==> config.mk <==
export PLATFORM = sky130hd
export DESIGN_NAME = multicycle_control
export DESIGN_NICKNAME = d
export VERILOG_FILES = /design/src/rtl/multicycle_control.sv
export SDC_FILE = /design/constraint.sdc
export NUM_CORES = 1
export LEC_CHECK = 0
export CAP_MARGIN = 20
export CORE_MARGIN = 1.5
export CORE_UTILIZATION = 44
export CTS_BUF_LIST = sky130_fd_sc_hd__clkbuf_8 sky130_fd_sc_hd__clkbuf_16
export CTS_CLUSTER_SIZE = 16
export DETAILED_ROUTE_END_ITERATION = 12
export PLACE_DENSITY = 0.74
export SYNTH_ARGS = -nofsm -noshare
export SYNTH_HDL_FRONTEND = slang
export SYNTH_SLANG_ARGS = --single-unit
==> constraint.sdc <==
create_clock -name i_clk -period 2.3 [get_ports i_clk]
set_clock_uncertainty 0.2 [all_clocks]
set_input_delay 0.46 -clock i_clk [delete_from_list [all_inputs] [get_ports i_clk]]
set_output_delay 0.46 -clock i_clk [all_outputs]
set_load 0.01 [all_outputs]
==> src/rtl/multicycle_control.sv <==
//------------------------------------------------------------------------------
// Module   : multicycle_control
// Brief    : Control sequencer for a multi-cycle RV32I-subset core.
// Revision : 1.0 - initial release
//------------------------------------------------------------------------------
`default_nettype none

module multicycle_control #(
    parameter int CNT_W = 32
) (
    input  logic             i_clk,
    input  logic             i_rst,
    input  logic [6:0]       i_opcode,
    input  logic [2:0]       i_func3,
    input  logic             i_zero,
    input  logic             i_mem_ready,
    output logic [1:0]       o_ALUop,
    output logic             o_func7_mask,
    output logic [1:0]       o_alu_src_a,
    output logic [1:0]       o_alu_src_b,
    output logic             o_pc_write,
    output logic             o_pc_src,
    output logic             o_ir_write,
    output logic             o_reg_write,
    output logic [1:0]       o_wb_sel,
    output logic             o_mem_req,
    output logic             o_mem_we,
    output logic             o_iord,
    output logic             o_trap,
    output logic [2:0]       o_state,
    output logic [CNT_W-1:0] o_retired
);

    localparam logic [6:0] c_OP_R      = 7'b0110011;
    localparam logic [6:0] c_OP_IALU   = 7'b0010011;
    localparam logic [6:0] c_OP_LOAD   = 7'b0000011;
    localparam logic [6:0] c_OP_STORE  = 7'b0100011;
    localparam logic [6:0] c_OP_BRANCH = 7'b1100011;
    localparam logic [6:0] c_OP_JAL    = 7'b1101111;

    typedef enum logic [2:0] {
        ST_FETCH  = 3'd0,
        ST_DECODE = 3'd1,
        ST_EXEC   = 3'd2,
        ST_MEM    = 3'd3,
        ST_WB     = 3'd4,
        ST_TRAP   = 3'd7
    } state_t;

    state_t             r_state;
    state_t             w_next;
    logic [CNT_W-1:0]   r_retired;
    logic               w_retire;

    logic [1:0] w_aluop;
    logic       w_func7_mask;
    logic [1:0] w_src_a;
    logic [1:0] w_src_b;
    logic       w_pc_write;
    logic       w_pc_src;
    logic       w_ir_write;
    logic       w_reg_write;
    logic [1:0] w_wb_sel;
    logic       w_mem_req;
    logic       w_mem_we;
    logic       w_iord;
    logic       w_trap;
    logic       w_legal;
    logic       w_taken;

    always_comb begin
        w_legal = (i_opcode == c_OP_R)      || (i_opcode == c_OP_IALU)  ||
                  (i_opcode == c_OP_LOAD)   || (i_opcode == c_OP_STORE) ||
                  (i_opcode == c_OP_BRANCH) || (i_opcode == c_OP_JAL);
    end

    always_ff @(posedge i_clk) begin
        if (i_rst) begin
            r_state   <= ST_FETCH;
            r_retired <= '0;
        end else begin
            r_state <= w_next;
            if (w_retire) begin
                r_retired <= r_retired + CNT_W'(1);
            end
        end
    end

    always_comb begin
        w_next       = r_state;
        w_retire     = 1'b0;
        w_aluop      = 2'b00;
        w_func7_mask = 1'b0;
        w_src_a      = 2'b00;
        w_src_b      = 2'b00;
        w_pc_write   = 1'b0;
        w_pc_src     = 1'b0;
        w_ir_write   = 1'b0;
        w_reg_write  = 1'b0;
        w_wb_sel     = 2'b00;
        w_mem_req    = 1'b0;
        w_mem_we     = 1'b0;
        w_iord       = 1'b0;
        w_trap       = 1'b0;
        w_taken      = 1'b0;

        case (r_state)
            ST_FETCH: begin
                w_mem_req = 1'b1;
                if (i_mem_ready) begin
                    // Instruction lands in IR while the ALU forms PC+4
                    w_ir_write = 1'b1;
                    w_pc_write = 1'b1;
                    w_src_b    = 2'b01;
                    w_next     = ST_DECODE;
                end
            end

            ST_DECODE: begin
                w_src_a = 2'b10;
                w_src_b = 2'b10;
                w_next  = w_legal ? ST_EXEC : ST_TRAP;
            end

            ST_EXEC: begin
                case (i_opcode)
                    c_OP_R: begin
                        w_src_a = 2'b01;
                        w_aluop = 2'b10;
                        w_next  = ST_WB;
                    end
                    c_OP_IALU: begin
                        // Only shifts carry a meaningful func7 bit in the immediate
                        w_src_a      = 2'b01;
                        w_src_b      = 2'b10;
                        w_aluop      = 2'b10;
                        w_func7_mask = (i_func3 != 3'b001) && (i_func3 != 3'b101);
                        w_next       = ST_WB;
                    end
                    c_OP_LOAD, c_OP_STORE: begin
                        w_src_a = 2'b01;
                        w_src_b = 2'b10;
                        w_next  = ST_MEM;
                    end
                    c_OP_BRANCH: begin
                        w_src_a = 2'b01;
                        w_aluop = 2'b01;
                        if (i_func3 == 3'b000 || i_func3 == 3'b001) begin
                            w_taken    = (i_func3 == 3'b000) ? i_zero : !i_zero;
                            w_pc_write = w_taken;
                            w_pc_src   = w_taken;
                            w_retire   = 1'b1;
                            w_next     = ST_FETCH;
                        end else begin
                            w_next = ST_TRAP;
                        end
                    end
                    c_OP_JAL: begin
                        w_reg_write = 1'b1;
                        w_wb_sel    = 2'b10;
                        w_pc_write  = 1'b1;
                        w_pc_src    = 1'b1;
                        w_retire    = 1'b1;
                        w_next      = ST_FETCH;
                    end
                    default: begin
                        w_next = ST_TRAP;
                    end
                endcase
            end

            ST_MEM: begin
                w_mem_req = 1'b1;
                w_iord    = 1'b1;
                w_mem_we  = (i_opcode == c_OP_STORE);
                if (i_mem_ready) begin
                    if (i_opcode == c_OP_STORE) begin
                        w_retire = 1'b1;
                        w_next   = ST_FETCH;
                    end else begin
                        w_next = ST_WB;
                    end
                end
            end

            ST_WB: begin
                w_reg_write = 1'b1;
                w_wb_sel    = (i_opcode == c_OP_LOAD) ? 2'b01 : 2'b00;
                w_retire    = 1'b1;
                w_next      = ST_FETCH;
            end

            default: begin
                // TRAP and the unused codes 5/6 all park here until reset
                w_trap = 1'b1;
                w_next = ST_TRAP;
            end
        endcase
    end

    // Reset is synchronous, so gate outputs to keep the memory port quiet during it
    assign o_ALUop      = i_rst ? 2'b00 : w_aluop;
    assign o_func7_mask = i_rst ? 1'b0  : w_func7_mask;
    assign o_alu_src_a  = i_rst ? 2'b00 : w_src_a;
    assign o_alu_src_b  = i_rst ? 2'b00 : w_src_b;
    assign o_pc_write   = i_rst ? 1'b0  : w_pc_write;
    assign o_pc_src     = i_rst ? 1'b0  : w_pc_src;
    assign o_ir_write   = i_rst ? 1'b0  : w_ir_write;
    assign o_reg_write  = i_rst ? 1'b0  : w_reg_write;
    assign o_wb_sel     = i_rst ? 2'b00 : w_wb_sel;
    assign o_mem_req    = i_rst ? 1'b0  : w_mem_req;
    assign o_mem_we     = i_rst ? 1'b0  : w_mem_we;
    assign o_iord       = i_rst ? 1'b0  : w_iord;
    assign o_trap       = i_rst ? 1'b0  : w_trap;
    assign o_state      = i_rst ? 3'd0  : r_state;
    assign o_retired    = i_rst ? '0    : r_retired;

endmodule

`default_nettype wire

==> results of run 1 <==
==> stage by stage <==
stage | worst slack [ns] | instance area (µm²) | hold slack, ns
after floorplan | -0.165 | 2590 | 0.264
final | -0.359 | 4410 | 0.361
after detailed placement | -1.05 | 3730 | 0.340
after CTS | -0.292 | 4030 | 0.353
after global routing | -0.380 | 4410 | 0.390
after global placement | -1.01 | 3730 | 0.308
==> cell families after synthesis <==
kind of cell / count (synthesis) / synth area share
adder cells (fa/ha/maj): 1 / 0.00504
buffers and inverters: 21 / 0.0484
multiplexers: 26 / 0.118
AND/OR/NAND/NOR: 176 / 0.385
flip-flops: 35 / 0.283
XOR/XNOR: 2 / 0.00706
AO/OA/AOI/OAI: 53 / 0.153
==> layer usage <==
| layer | routed length (µm) | vias to the layer above |
|---|---|---|
| met5 | 0 | - |
| met4 | 291 | 0 |
| met3 | 506 | 30 |
| met2 | 4790 | 136 |
| met1 | 4010 | 1494 |
| li1 | - | 1412 |
==> worst reg2reg max path, stage by stage (launching register included) <==
cell	delay [ns]
dfxtp_1	0.44
nand4_1	0.30
nor4_4	0.46
nand3_1	0.28
a211oi_4	0.28
mux2_4	0.32
==> state kept, by name (all words and copies together) (netlist names) <==
name       flops
r_state        3
r_retired     32
==> timing repair <==
action | in CTS | in global routing
pin swaps | 19 | 28
gates cloned | 1 | 1
gates resized for setup | 134 | 77
endpoints found under the setup margin | 66 | 46
setup buffers | 13 | 7
==> power by group <==
| part | total [mW] | internal (mW) | switching [mW] |
|---|---|---|---|
| combinational | 0.411 | 0.195 | 0.216 |
| clock | 0.479 | 0.217 | 0.262 |
| sequential | 0.621 | 0.615 | 0.00604 |
| total | 1.51 | 1.03 | 0.485 |
==> path summary, 6_finish.rpt <==
| check | endpoint |
|---|---|
| max | o_pc_write |
| min | r_retired[10]$_SDFFE_PP0P_ |
| max reg2reg | r_retired[31]$_SDFFE_PP0P_ |
| min reg2reg | r_retired[10]$_SDFFE_PP0P_ |
==> cells in the final DEF, fill, tap and decap left out, types with 5 or more instances in the layout <==
| master | instances |
|---|---|
| nand3_1 | 17 |
| dlygate4sd2_1 | 26 |
| mux2_2 | 5 |
| nand2_1 | 20 |
| buf_2 | 10 |
| nor2b_1 | 33 |
| buf_4 | 61 |
| nand4_1 | 8 |
| clkdlybuf4s50_1 | 16 |
| nor2_1 | 39 |
| a21oi_1 | 8 |
| o21ai_0 | 8 |
| dfxtp_1 | 33 |
| a21oi_4 | 13 |
| buf_6 | 25 |
| and3_1 | 5 |
| nor3_1 | 6 |
| mux2_4 | 20 |
| clkbuf_8 | 5 |
==> final cells by class <==
cell class              count  area share
multi-input cells         258       0.485
flip-flops and latches     35       0.160
repair buffers            153       0.310
clock inverters             3     0.00539
inverters                   4     0.00340
well taps                  72      0.0204
clock buffers               5      0.0156
==> flow_metrics.env, run 1 <==
export IMPL_synthTopCellsByCount="42 x nor2_1, 36 x nor2b_1, 35 x dfxtp_1, 23 x nand2_1"
export IMPL_top_usage_layer="met2"
export IMPL_worstMarginPinSlew_ns=0.389
export IMPL_arrival_ns=2.00
export IMPL_areaGrowthSynthToFinish_pct=77.9
export IMPL_startpoint_type="input pin"
export IMPL_design_power_total_mw=1.51
export IMPL_drcViolationCount=0
export IMPL_crit_cells=7
export IMPL_fin_util=0.806
export IMPL_final_cells=530
export IMPL_cp_max_fo=2
export IMPL_fin_crit_ns=2.66
export IMPL_synthFlopType="dfxtp_1"
export IMPL_critical_path_class="in -> out"
export IMPL_clock_sinks=35
export IMPL_ys_warn_count=0
export IMPL_first_pass_iters=5
export IMPL_fin_crit_sh=1.16
export IMPL_core_area_mm2=0.00547
export IMPL_cp_required_ns=1.64
export IMPL_clkTransAtPathRegs_ns=0.08
export IMPL_met1_usage=0.337
export IMPL_start_util=0.453
export IMPL_rows=27
export IMPL_status="complete, but fails checks"
export IMPL_fin_nets=472
export IMPL_cp_end_kind="output port"
export IMPL_numPortBuffers=65
export IMPL_via_per_inst=5.80
export IMPL_cts_tree="built"
export IMPL_rsz0062_at_grt="true"
export IMPL_critical_path_top_delay_family="simple AND/OR/NAND/NOR gates"
export IMPL_synth_top_area_frac=0.283
export IMPL_synth_top_cell_by_area="dfxtp_1"
export IMPL_cp_slowest_stage_delay_ns=0.54
export IMPL_use_met3=0.0314
export IMPL_reg2reg_depth=5
export IMPL_antenna_cells=0
export IMPL_worst_path_max_delay_cell="or4_4"
export IMPL_slew_viol_final=0
export IMPL_vias=3072
export IMPL_met2_usage=0.459
export IMPL_r2r_slack_ns=-0.09
export IMPL_critical_path_buf_inv_count=2
export IMPL_drv_cap=0
export IMPL_overflow=0
export IMPL_htreeDepth=2
export IMPL_n_fill_cell=325
export IMPL_cts_made_buffers=5
export IMPL_grt_use_total=0.263
export IMPL_grt_pass1_wl_um=13000
export IMPL_seqCellArea_um2=706
export IMPL_fmaxAchievable_mhz=376
export IMPL_dieArea_mm2=0.00610
export IMPL_drt_total_wl_um=9590
export IMPL_ant_nets=0
export IMPL_grt_pass1_vias=2786
export IMPL_synth_edf_count=0
export IMPL_crit_path_cell_trace="buf_6, or4_4, a211oi_4, and2_4, nand2_4, a211oi_2, buf_2"
export IMPL_ys_types=52
export IMPL_p_leak_nw=1.85
export IMPL_max_clock_path_buffers=2
export IMPL_multiInputGateArea_mm2=0.00214
export IMPL_drt_initial_drc_count=187
export IMPL_power_density_mw_per_mm2=343
export IMPL_fin_ws_ns=-0.359
export IMPL_cts_root_buffer="clkbuf_8"
export IMPL_grt_antenna_before_repair=0
export IMPL_synthTopCellsByArea="dfxtp_1 28%, mux2_2 10%, nor2b_1 9.1%, nor2_1 6.4%, a21oi_1 4.4%"
export IMPL_crit_start="i_func3[2]"
export IMPL_gp_congestion=0.899
export IMPL_io_pins=66
export IMPL_netlist_area_mm2=0.00248
export IMPL_synth_most_common_cell="nor2_1"
export IMPL_die_h_um=78.1
export IMPL_avgSynthCellArea_um2=7.90
export IMPL_violations="negative setup slack"
export IMPL_min_path_cells=2
export IMPL_ys_seq_area_frac=0.283
export IMPL_r2r_start="r_retired[11]$_SDFFE_PP0P_"
export IMPL_fp_dieW_um=78.1
export IMPL_fin_tns_setup_ns=-3.59
export IMPL_clk_latency_ns=0.29
export IMPL_hold_start="r_retired[10]$_SDFFE_PP0P_"
export IMPL_grt_max_degree=43
export IMPL_syn_nets=329
export IMPL_dp_cells=500
export IMPL_maxSlewHeadroom=0.738
export IMPL_drive_gt1_frac=0.445
export IMPL_hp_class="reg -> reg"
export IMPL_ys_async_sr_fraction=0
export IMPL_setup_violations=27
export IMPL_ctsHoldBuffers=0
export IMPL_wl_per_cell_um=18.1
export IMPL_dp_hpwl_um=5270
export IMPL_finalHoldViolCount=0
export IMPL_synth_seq_cells=35
export IMPL_synth_cells=314
export IMPL_vdd_ir_drop_worst_mv=0.309
Note: power is estimated with default switching activity, not from simulation.
==> run 2: changes to the inputs <==
--- a/config.mk
+++ b/config.mk
@@ -6,12 +6,15 @@
 export NUM_CORES = 1
 export LEC_CHECK = 0
 export CAP_MARGIN = 20
+export CELL_PAD_IN_SITES_DETAIL_PLACEMENT = 1
+export CELL_PAD_IN_SITES_GLOBAL_PLACEMENT = 1
 export CORE_MARGIN = 1.5
-export CORE_UTILIZATION = 44
+export CORE_UTILIZATION = 32
 export CTS_BUF_LIST = sky130_fd_sc_hd__clkbuf_8 sky130_fd_sc_hd__clkbuf_16
 export CTS_CLUSTER_SIZE = 16
 export DETAILED_ROUTE_END_ITERATION = 12
 export PLACE_DENSITY = 0.74
+export SETUP_SLACK_MARGIN = 0.15
 export SYNTH_ARGS = -nofsm -noshare
 export SYNTH_HDL_FRONTEND = slang
 export SYNTH_SLANG_ARGS = --single-unit
==> run 2 against run 1 <==
  * Global-route usage decreased by 4.2 points
  * Largest cell class unchanged
  * The run still ends with negative setup slack left
  * Critical path type unchanged
  * Highest routed layer unchanged
  * Maximum frequency hardly changed
  * Worst setup slack is essentially flat
  * Register-to-register slack got worse by 0.04 ns
==> flow_metrics.env, run 2 (synthesis gave the netlist of run 1 again) <==
export IMPL_reg2reg_depth=5
export IMPL_io_pins=66
export IMPL_seqCellArea_um2=707
export IMPL_vias=3127
export IMPL_fin_ws_ns=-0.359
export IMPL_antenna_cells=0
export IMPL_clkTransAtPathRegs_ns=0.08
export IMPL_cp_required_ns=1.64
export IMPL_first_pass_iters=4
export IMPL_p_leak_nw=2.05
export IMPL_grt_max_degree=28
export IMPL_setup_violations=34
export IMPL_grt_antenna_before_repair=0
export IMPL_status="complete, but fails checks"
export IMPL_htreeDepth=2
export IMPL_layout_commonest_cell="buf_4"
export IMPL_drt_initial_drc_count=104
export IMPL_multiInputGateArea_mm2=0.00227
export IMPL_ctsHoldBuffers=0
export IMPL_final_cells=565
export IMPL_fin_tns_setup_ns=-5.95
export IMPL_vdd_ir_drop_worst_mv=0.219
export IMPL_start_util=0.337
export IMPL_slew_viol_final=0
export IMPL_startpoint_type="input pin"
export IMPL_crit_start="i_opcode[2]"
export IMPL_critical_path_class="in -> out"
export IMPL_n_fill_cell=841
export IMPL_fin_nets=480
export IMPL_drive_gt1_frac=0.502
export IMPL_r2r_start="r_retired[11]$_SDFFE_PP0P_"
export IMPL_grt_pass1_vias=2919
export IMPL_violations="negative setup slack"
export IMPL_drt_total_wl_um=12200
export IMPL_maxSlewHeadroom=0.679
export IMPL_dp_cells=529
export IMPL_r2r_slack_ns=-0.13
export IMPL_rsz0062_at_grt="true"
export IMPL_max_clock_path_buffers=2
export IMPL_gp_congestion=0.777
export IMPL_largest_register_ffs=32
export IMPL_cp_max_fo=2
export IMPL_finalHoldViolCount=0
export IMPL_ant_nets=0
export IMPL_core_area_mm2=0.00737
export IMPL_die_h_um=91.0
export IMPL_endpoint="o_pc_write"
export IMPL_overflow=0
export IMPL_grt_use_total=0.221
export IMPL_fmaxAchievable_mhz=376
export IMPL_cts_made_buffers=5
export IMPL_drcViolationCount=0
export IMPL_design_power_total_mw=1.59
export IMPL_hold_start="r_retired[10]$_SDFFE_PP0P_"
export IMPL_fp_dieW_um=91.0
export IMPL_cts_root_buffer="clkbuf_8"
export IMPL_final_cell_mix="59 x buf_4, 37 x dlygate4sd2_1, 35 x buf_6, 34 x nor2_1, 32 x dfxtp_1"
export IMPL_fin_crit_sh=1.16
export IMPL_cp_end_kind="output port"
export IMPL_fin_crit_ns=2.66
export IMPL_drv_cap=0
export IMPL_areaGrowthSynthToFinish_pct=87.9
export IMPL_clk_latency_ns=0.29
export IMPL_reg_largest_list="r_retired x32, r_state x3"
export IMPL_worstMarginPinSlew_ns=0.477
export IMPL_worstReg2RegEnd="r_retired[30]$_SDFFE_PP0P_"
export IMPL_dp_hpwl_um=6480
export IMPL_wl_per_cell_um=21.5
export IMPL_cts_tree="built"
export IMPL_hp_class="reg -> reg"
export IMPL_clock_sinks=35
export IMPL_arrival_ns=2.00
export IMPL_via_per_inst=5.53
export IMPL_dieArea_mm2=0.00829
export IMPL_grt_pass1_wl_um=14900
export IMPL_rows=31
export IMPL_power_density_mw_per_mm2=342
export IMPL_top_register="r_retired"
export IMPL_numPortBuffers=65
[run 2: layout make-up]
type / instances / share of cell area
Clock buffer: 7 / 0.0207
Clock inverter: 1 / 0.00161
Inverter: 4 / 0.00322
Multi-Input combinational cell: 258 / 0.487
Sequential cell: 35 / 0.152
Tap cell: 99 / 0.0266
Timing Repair Buffer: 161 / 0.309
[run 2: power breakdown]
group / internal (mW) / leakage [nW] / switching (mW)
Sequential: 0.616 / 0.284 / 0.0102
Clock: 0.273 / 0.0505 / 0.256
Combinational: 0.195 / 1.72 / 0.242
Total: 1.08 / 2.05 / 0.508
[run 2: how the worst min path moves through the flow]
stage / slack, ns / end / cells after the start
final: 0.34 / r_retired[10]$_SDFFE_PP0P_ / 2
after global routing: 0.36 / r_retired[10]$_SDFFE_PP0P_ / 2
after CTS: 0.32 / r_retired[10]$_SDFFE_PP0P_ / 2
after detailed placement: 0.30 / r_retired[10]$_SDFFE_PP0P_ / 2
after global placement: 0.29 / r_retired[10]$_SDFFE_PP0P_ / 2
after floorplan: 0.27 / r_retired[10]$_SDFFE_PP0P_ / 2
[run 2: per-layer routing]
metal	track usage	up-vias	share of wire
li1	-	1426	-
met1	0.265	1552	0.40
met3	0.0369	30	0.044
met4	0.0560	0	0.028
met5	0	-	0
met2	0.404	119	0.53
[run 2: through the flow]
stage,setup WS (ns),instance area [µm²],hold slack (ns),util
floorplan,-0.165,2620,0.268,-
global placement,-1.01,3820,0.289,0.519
detailed placement,-1.09,3820,0.303,0.519
CTS,-0.322,4050,0.320,0.550
global route,-0.396,4660,0.363,0.632
finish,-0.359,4660,0.336,0.632
[run 2: critical path: stages]
cell,delay (ns)
buf_6,0.09
or4_4,0.54
a211oi_4,0.24
and2_4,0.20
nand2_4,0.05
a211oi_2,0.23
buf_2,0.18
[run 2: timing repair]
item / CTS / global route
pin swaps: 18 / 22
resized for setup: 169 / 111
endpoints found under the hold margin: 0 / 0
setup buffers: 9 / 19
setup endpoints to repair: 87 / 51
==> variant: new RTL, flow settings as in run 2 <==
The parameter `CNT_W` goes from 32 to 40.
--- a/src/rtl/multicycle_control.sv
+++ b/src/rtl/multicycle_control.sv
@@ -7,5 +7,5 @@
 
 module multicycle_control #(
-    parameter int CNT_W = 32
+    parameter int CNT_W = 40
 ) (
     input  logic             i_clk,
Ports: changed (resized o_retired); port bits go from 66 to 74. The function was not compared with the original's and may differ.
==> variant against run 2 <==
The run still ends with setup timing left. Cell count is 15% higher. Sequential power is 22% higher. Power is 10% higher. Sequential cell count is 8 higher. Routed wire length is 11% higher. Final area is 14% higher. Synthesized area is 19% higher. Setup slack better by 0.026 ns. Critical endpoint unchanged. Largest cell class unchanged. Highest routed layer unchanged.
==> variant: results (changes against run 2) <==
* Worst IR Drop VDD at 0.192 mV (was 0.219 mV)
* Post-synth top cells: nor2_1 (65), dfxtp_1 (43), nor2b_1 (43) (was nor2_1 (42), nor2b_1 (36), dfxtp_1 (35))
* Seq/Total Area, Yosys at 0.292 (was 0.283)
* Crit path from: i_func3[1] (was i_opcode[2])
* Top post-synthesis cells by area: dfxtp_1 (29%), mux2_2 (13%), nor2b_1 (9.1%) (was dfxtp_1 (28%), mux2_2 (10%), nor2b_1 (9.1%))
* Placed cells at 614 (was 529)
* Vias per inst at 5.58 (was 5.53)
* Avg Cell Area, Syn at 7.70 µm² (was 7.90 µm²)
* Post-DP HPWL at 7.69 mm (was 6.48 mm)
* Worst hold start: r_retired[39]$_SDFFE_PP0P_ (was r_retired[10]$_SDFFE_PP0P_)
* Tightest Pin Transition at 0.531 ns (was 0.477 ns)
* Final setup margin at -0.333 ns (was -0.359 ns)
* Status: finished, violations left (unchanged)
* Routed length per instance at 20.8 µm (was 21.5 µm)
* Non-Filler Instances at 648 (was 565)
* Post-cts gate resize count at 242 (was 169)
* Fin Setup TNS at -9.14 ns (was -5.95 ns)
* First drt pass iteration count at 7 (was 4)
* Tot GR Track Use at 0.243 (was 0.221)
* Worst Setup EP: o_pc_write (unchanged)
* Placed Area at 0.00440 mm² (was 0.00382 mm²)
* Mux share of post-synthesis cell area at 0.141 (was 0.118)
* # nets final at 554 (was 480)
* Pint at 1230 µW (was 1080 µW)
* Synth Area in XOR/XNOR at 0.0148 (was 0.00706)
* Setup violators final at 39 (was 34)
* CP max stage cell: or4_4 (unchanged)
* Number of I/O port buffers at 73 (was 65)
* Global-route wire length before repair at 19.3 mm (was 14.9 mm)
* Worst Reg-to-Reg Cells at 6 (was 5)
* Adder-Cell Fraction of Synth Area at 0.00424 (was 0.00505)
* Hold slack at 0.390 ns (was 0.336 ns)
* RR Endpoint: r_retired[36]$_SDFFE_PP0P_ (was r_retired[30]$_SDFFE_PP0P_)
* Largest regs: r_retired (40), r_state (3) (was r_retired (32), r_state (3))
* Vias in the first global route at 3,770 (was 2,919)
* Worst Hold End: r_retired[39]$_SDFFE_PP0P_ (was r_retired[10]$_SDFFE_PP0P_)
* Worst EP arrival at 1.97 ns (was 2.00 ns)
* Postcts setup bufs at 19 (was 9)
* Post-synth EDFFs at 0 (unchanged)
* Netlist cell types at 45 (was 52)
* Initial antenna violation count at 0 (unchanged)
* Worst path max stage delay at 0.56 ns (was 0.54 ns)
* R2r startpoint: r_retired[3]$_SDFFE_PP0P_ (was r_retired[11]$_SDFFE_PP0P_)
* Main flop type after synthesis: dfxtp_1 (unchanged)
* Placer congestion estimate at 0.795 (was 0.777)
* Syn Nets at 398 (was 329)
* Compound-cell area share of the yosys netlist at 0.133 (was 0.153)
* Placement Setup Slack at -1.10 ns (was -1.09 ns)
* Largest net degree at the start of global routing at 27 (was 28)
* Cell area after synthesis at 0.00295 mm² (was 0.00248 mm²)
* Violated checks: setup timing (unchanged)
* Leak Pwr at 0.00205 µW (about the same)
* Share of layout cells above drive strength 1 at 0.557 (was 0.502)
* Initial drt markers at 117 (was 104)
-- variant: changes by cell type after synthesis, moves of 7 or more --
cell	change
dfxtp_1	+8
a21oi_1	+12
mux2_2	+13
nand4_1	+9
clkbuf_1	+7
nor2_1	+23
nor2b_1	+7
-- variant: power by group through the flow --
stage                     registers, µW  clock network, µW  logic, µW
final                               764                566        427
after global routing                765                601        452
after CTS                           762                561        385
after detailed placement            776                  0        318
after global placement              775                  0        307
after floorplan                     780                  0        146
-- variant: final cells by class --
class | count | area, µm²
Clock buffer | 7 | 96.3
Clock inverter | 1 | 7.51
Fill cell | 1018 | 3560
Inverter | 8 | 30.0
Multi-Input combinational cell | 310 | 2730
Sequential cell | 43 | 863
Tap cell | 108 | 135
Timing Repair Buffer | 171 | 1430
-- variant: metal layers --
metal | track usage | part of all wire
met1 | 0.288 | 0.40
met2 | 0.460 | 0.54
met3 | 0.0262 | 0.029
met4 | 0.0681 | 0.024
met5 | 0 | 0
